## src/rtl/muldiv_unit.sv

```systemverilog
`default_nettype none
// ============================================================================
// Module   : muldiv_unit
// Purpose  : Multi-cycle unsigned shift-add multiplier / restoring divider
//            that writes its two-word result through the register file port.
// Revision : 1.0 - initial release
// ============================================================================
module muldiv_unit #(
    parameter int WIDTH = 8,
    parameter int ADR_W = 4
) (
    input  logic             clk,
    input  logic             rst,
    input  logic             start,
    input  logic             op,
    input  logic [WIDTH-1:0] op_a,
    input  logic [WIDTH-1:0] op_b,
    input  logic [ADR_W-1:0] dst_adr,
    output logic             busy,
    output logic             done,
    output logic             div_by_zero,
    output logic             reg_write_en,
    output logic [ADR_W-1:0] reg_write_adr,
    output logic [WIDTH-1:0] reg_write_data
);

    localparam int CNT_W = $clog2(WIDTH + 1);

    typedef enum logic [1:0] {
        S_IDLE  = 2'd0,
        S_CALC  = 2'd1,
        S_WB_LO = 2'd2,
        S_WB_HI = 2'd3
    } state_t;

    state_t             state_q, state_d;
    logic               op_q, op_d;
    logic [WIDTH-1:0]   opnd_q, opnd_d;
    logic [ADR_W-1:0]   dst_q, dst_d;
    logic [2*WIDTH-1:0] acc_q, acc_d;
    logic [WIDTH-1:0]   rem_q, rem_d;
    logic [CNT_W-1:0]   cnt_q, cnt_d;
    logic               dbz_q, dbz_d;

    logic [WIDTH:0]     mul_sum;
    logic [WIDTH:0]     div_shift;
    logic [WIDTH-1:0]   div_diff;
    logic               div_ge;

    always_ff @(posedge clk) begin
        if (rst) begin
            state_q <= S_IDLE;
            op_q    <= 1'b0;
            opnd_q  <= '0;
            dst_q   <= '0;
            acc_q   <= '0;
            rem_q   <= '0;
            cnt_q   <= '0;
            dbz_q   <= 1'b0;
        end else begin
            state_q <= state_d;
            op_q    <= op_d;
            opnd_q  <= opnd_d;
            dst_q   <= dst_d;
            acc_q   <= acc_d;
            rem_q   <= rem_d;
            cnt_q   <= cnt_d;
            dbz_q   <= dbz_d;
        end
    end

    // Multiply: acc = {partial product high, remaining multiplier bits}.
    // Divide:   acc low half shifts dividend bits out and quotient bits in.
    always_comb begin
        mul_sum   = {1'b0, acc_q[2*WIDTH-1:WIDTH]} + (acc_q[0] ? {1'b0, opnd_q} : '0);
        div_shift = {rem_q, acc_q[WIDTH-1]};
        div_ge    = (div_shift >= {1'b0, opnd_q});
        // When div_ge holds the true difference is below the divisor, so the low bits suffice.
        div_diff  = div_shift[WIDTH-1:0] - opnd_q;
    end

    always_comb begin
        state_d = state_q;
        op_d    = op_q;
        opnd_d  = opnd_q;
        dst_d   = dst_q;
        acc_d   = acc_q;
        rem_d   = rem_q;
        cnt_d   = cnt_q;
        dbz_d   = dbz_q;

        case (state_q)
            S_IDLE: begin
                if (start) begin
                    op_d  = op;
                    dst_d = dst_adr;
                    dbz_d = 1'b0;
                    cnt_d = '0;
                    if (op && (op_b == '0)) begin
                        dbz_d   = 1'b1;
                        opnd_d  = op_b;
                        acc_d   = {{WIDTH{1'b0}}, {WIDTH{1'b1}}};
                        rem_d   = op_a;
                        state_d = S_WB_LO;
                    end else begin
                        opnd_d  = op ? op_b : op_a;
                        acc_d   = {{WIDTH{1'b0}}, (op ? op_a : op_b)};
                        rem_d   = '0;
                        state_d = S_CALC;
                    end
                end
            end
            S_CALC: begin
                cnt_d = cnt_q + 1'b1;
                if (op_q) begin
                    acc_d = {acc_q[2*WIDTH-1:WIDTH], acc_q[WIDTH-2:0], div_ge};
                    rem_d = div_ge ? div_diff : div_shift[WIDTH-1:0];
                end else begin
                    acc_d = {mul_sum, acc_q[WIDTH-1:1]};
                end
                if (cnt_q == CNT_W'(WIDTH - 1)) begin
                    state_d = S_WB_LO;
                end
            end
            S_WB_LO: state_d = S_WB_HI;
            S_WB_HI: state_d = S_IDLE;
            default: state_d = S_IDLE;
        endcase
    end

    always_comb begin
        busy           = (state_q != S_IDLE);
        done           = 1'b0;
        div_by_zero    = dbz_q;
        reg_write_en   = 1'b0;
        reg_write_adr  = '0;
        reg_write_data = '0;
        case (state_q)
            S_WB_LO: begin
                reg_write_en   = 1'b1;
                reg_write_adr  = dst_q;
                reg_write_data = acc_q[WIDTH-1:0];
            end
            S_WB_HI: begin
                reg_write_en   = 1'b1;
                reg_write_adr  = dst_q + ADR_W'(1);
                reg_write_data = op_q ? rem_q : acc_q[2*WIDTH-1:WIDTH];
                done           = 1'b1;
            end
            default: ;
        endcase
    end

endmodule
`default_nettype wire

```

## config.mk

```make
export PLATFORM = sky130hd
export DESIGN_NAME = muldiv_unit
export DESIGN_NICKNAME = d
export VERILOG_FILES = /design/src/rtl/muldiv_unit.sv
export SDC_FILE = /design/constraint.sdc
export NUM_CORES = 1
export LEC_CHECK = 0
export CAP_MARGIN = 25
export CELL_PAD_IN_SITES_DETAIL_PLACEMENT = 1
export CELL_PAD_IN_SITES_GLOBAL_PLACEMENT = 1
export CORE_ASPECT_RATIO = 0.8
export CORE_MARGIN = 10
export CORE_UTILIZATION = 44
export DETAILED_ROUTE_END_ITERATION = 6
export GPL_TIMING_DRIVEN = 0
export PLACE_DENSITY_LB_ADDON = 0.3
export RECOVER_POWER = 25
export SLEW_MARGIN = 20
export SYNTH_ARGS = -nofsm -noshare
export SYNTH_HDL_FRONTEND = slang
export SYNTH_SLANG_ARGS = --single-unit
```

## constraint.sdc

```tcl
create_clock -name clk -period 4.5 [get_ports clk]
set_clock_uncertainty 0.2 [all_clocks]
set_input_delay 0.9 -clock clk [delete_from_list [all_inputs] [get_ports clk]]
set_output_delay 0.9 -clock clk [all_outputs]
set_load 0.02 [all_outputs]
```

==> metrics.cfg <==
[die]
die_h_um = 98.2
fp.dieW_um = 118
start_util = 0.453
die_area_um2 = 11600
io_pins = 40
core_area_um2 = 7430
rows = 28

[yosys]
syn_nets = 466
yosysUniqueCellTypes = 55
synthArstFlopShare = 0
synth_seq_cells = 44
ys.flop_type = dfxtp_1
synth_warnings = 0
syn_avg_cell_area_um2 = 8.07
syn_inst = 417
synth_edf_count = 0
seq_area_frac_synth = 0.262
synth.cell_area_um2 = 3360

[grt]
grt_pass1_vias = 3451
grt_max_degree = 15
gr-usage-all-layers = 0.193
grt_pass1_wl_mm = 18.5
antenna_found_initial = 0
gr-total-overflow = 0

[pwr]
peakVddDrop_mv = 0.307
p_leak_uw = 0.00159
power.density_nw_per_um2 = 600

[drt]
routed_wirelength_mm = 11.5
via_per_inst = 5.90
wire_per_inst_um = 20.2
drt_iter0_markers = 248
drt_pass1_iterations = 4
post-route-drc-count = 0
drtAntennaViolNets = 0
dr_total_vias = 3352

[critical_path]
cpPeakStageDelay_ps = 550
cp-end-kind = output port
cp_slowest_cell = clkdlybuf4s50_1
path_max_fanout = 10
worstSetupPathType = reg -> out
cp-start-kind = flip-flop
cp.required_ps = 3400
cp_data_arrival_time_ps = 2560
path_cells = buf_2 -> clkbuf_1 -> mux2_2 -> a22o_1 -> clkdlybuf4s50_1

[worst_hold_path]
min_path_type = reg -> reg

[clock_tree]
postCtsSetupBuffers = 0
cts_resized = 0
clock_sinks = 44
cts-root-buf = clkbuf_8
clk_latency_ps = 310
cts_tree = done
cts.reportedPaths.clkPinSlew_ps = 90
cts_buffer_depth = 2
cts_made_buffers = 5
hold_buffers = 0
htreeDepth = 2

[placed_design]
post-dp-hpwl_mm = 9.19
port_buffers = 38
gp_congestion = 0.926
dp_slack_ps = 1220

[sta]
final_max_slew_viol_count = 0
period_minus_slack_ps = 3660
period_share = 0.813
setup_slack_ps = 843
tightest_slew_ps = 718
hold_violations = 0
setup_violations = 0
slew_headroom = 0.521
grt_setup_unrepaired = no
max_freq_mhz = 273
fin_tns_setup_ps = 0

[cells_and_area]
nets = 511
n_fill_cell = 939
antenna_cells = 0
multi_input_area_um2 = 2310
seqCellArea_um2 = 881
syn2layout_area_growth_pct = 19.9
drive_above_1_share = 0.0562
final_cell_mix = 44 x dfxtp_1, 43 x nand2_1, 41 x a21oi_1
final_common_cell = dfxtp_1

[flow_run]
cap_violations = 0

[outcome]
status = complete, no violations

-- cells in the mapped netlist (all sizes together) (2+ instances only) --
cell | n | share of area
o21bai | 3 | 0.0067
or3 | 4 | 0.0074
nand2 | 43 | 0.048
a221o | 12 | 0.036
a22o | 10 | 0.026
fa | 2 | 0.012
clkbuf | 16 | 0.018
and2 | 10 | 0.019
a21o | 4 | 0.0089
o211a | 2 | 0.0060
xor2 | 4 | 0.010
nand3 | 5 | 0.0074
o21ai | 18 | 0.027
buf | 5 | 0.0093
nor2b | 4 | 0.0074
nor4 | 2 | 0.0082
o211ai | 4 | 0.0089
a21oi | 41 | 0.061
a31oi | 4 | 0.0074
nor3 | 5 | 0.0089
or2 | 2 | 0.0037
a311oi | 3 | 0.0078
a211o | 3 | 0.0078
a211oi | 10 | 0.022
inv | 21 | 0.023
dfxtp | 44 | 0.26
xnor2 | 5 | 0.013
nor2 | 35 | 0.039
o31a | 2 | 0.0052
ha | 23 | 0.086
nand4 | 2 | 0.0037
a22oi | 6 | 0.013
mux2i | 27 | 0.080
nor3b | 2 | 0.0045
mux2 | 10 | 0.033
or4 | 2 | 0.0056
nand2b | 12 | 0.022
-- per-stage QoR --
stage / util / std cells / instance area, um^2 / hold WS [ps] / total power, uW
CTS: 0.543 / 568 / 4030 / 260 / 2410
global route: 0.543 / 568 / 4030 / 293 / 2610
floorplan: - / 417 / 3360 / 248 / 1530
global placement: 0.522 / 560 / 3870 / 243 / 1920
finish: 0.543 / 568 / 4030 / 257 / 2420
detailed placement: 0.522 / 560 / 3870 / 247 / 1970
-- state kept, by name, summed over array words and instances, names as in the netlist --
name         count
acc_q           16
cnt_q            4
div_by_zero      1
dst_q            4
op_q             1
opnd_q           8
rem_q            8
state_q          2
-- power by group --
group,leakage [uW],switching [uW],internal (uW)
Combinational,0.00115,855,527
Sequential,0.000360,123,486
Clock,0.0000784,152,278
Total,0.00159,1130,1290
-- routing by layer --
metal  up-vias  wire (um)  track usage
met5         -          0            0
met4         0        133       0.0446
met3        14        653       0.0316
met2        87       5320        0.314
met1      1635       5380        0.259
li1       1616          -            -
-- kinds of logic after synthesis --
logic type / Yosys count / synth area share
and+or+nand+nor: 132 / 0.194
AOI/OAI and AO/OA: 128 / 0.259
DFF: 44 / 0.262
buffers and inverters: 42 / 0.0506
muxes: 37 / 0.114
adders and majority gates: 25 / 0.0975
xor gates and xnor gates: 9 / 0.0234
-- critical path: cells and delay by family (launching register included) --
kind / cells / cell delay [ps]
muxes: 1 / 390
buffers and inverters: 3 / 1280
DFF: 1 / 350
AOI/OAI and AO/OA: 1 / 230
-- final timing paths --
check	start	end	slack, ps	depth (start not counted)
setup / recovery	op_q	reg_write_data[7]	840	5
hold / removal	div_by_zero	div_by_zero	260	2
setup reg to reg	opnd_q[6]	acc_q[0]	1660	8
hold reg to reg	div_by_zero	div_by_zero	260	2
-- area by class of cell --
cell class / count / area share
multi-input cells: 331 / 0.573
flip-flops and latches: 44 / 0.218
repair buffers: 38 / 0.0943
well taps: 105 / 0.0326
plain buffers: 21 / 0.0226
clock inverters: 3 / 0.0223
inverters: 21 / 0.0195
clock buffers: 5 / 0.0171
(Power assumes the default switching activity.)
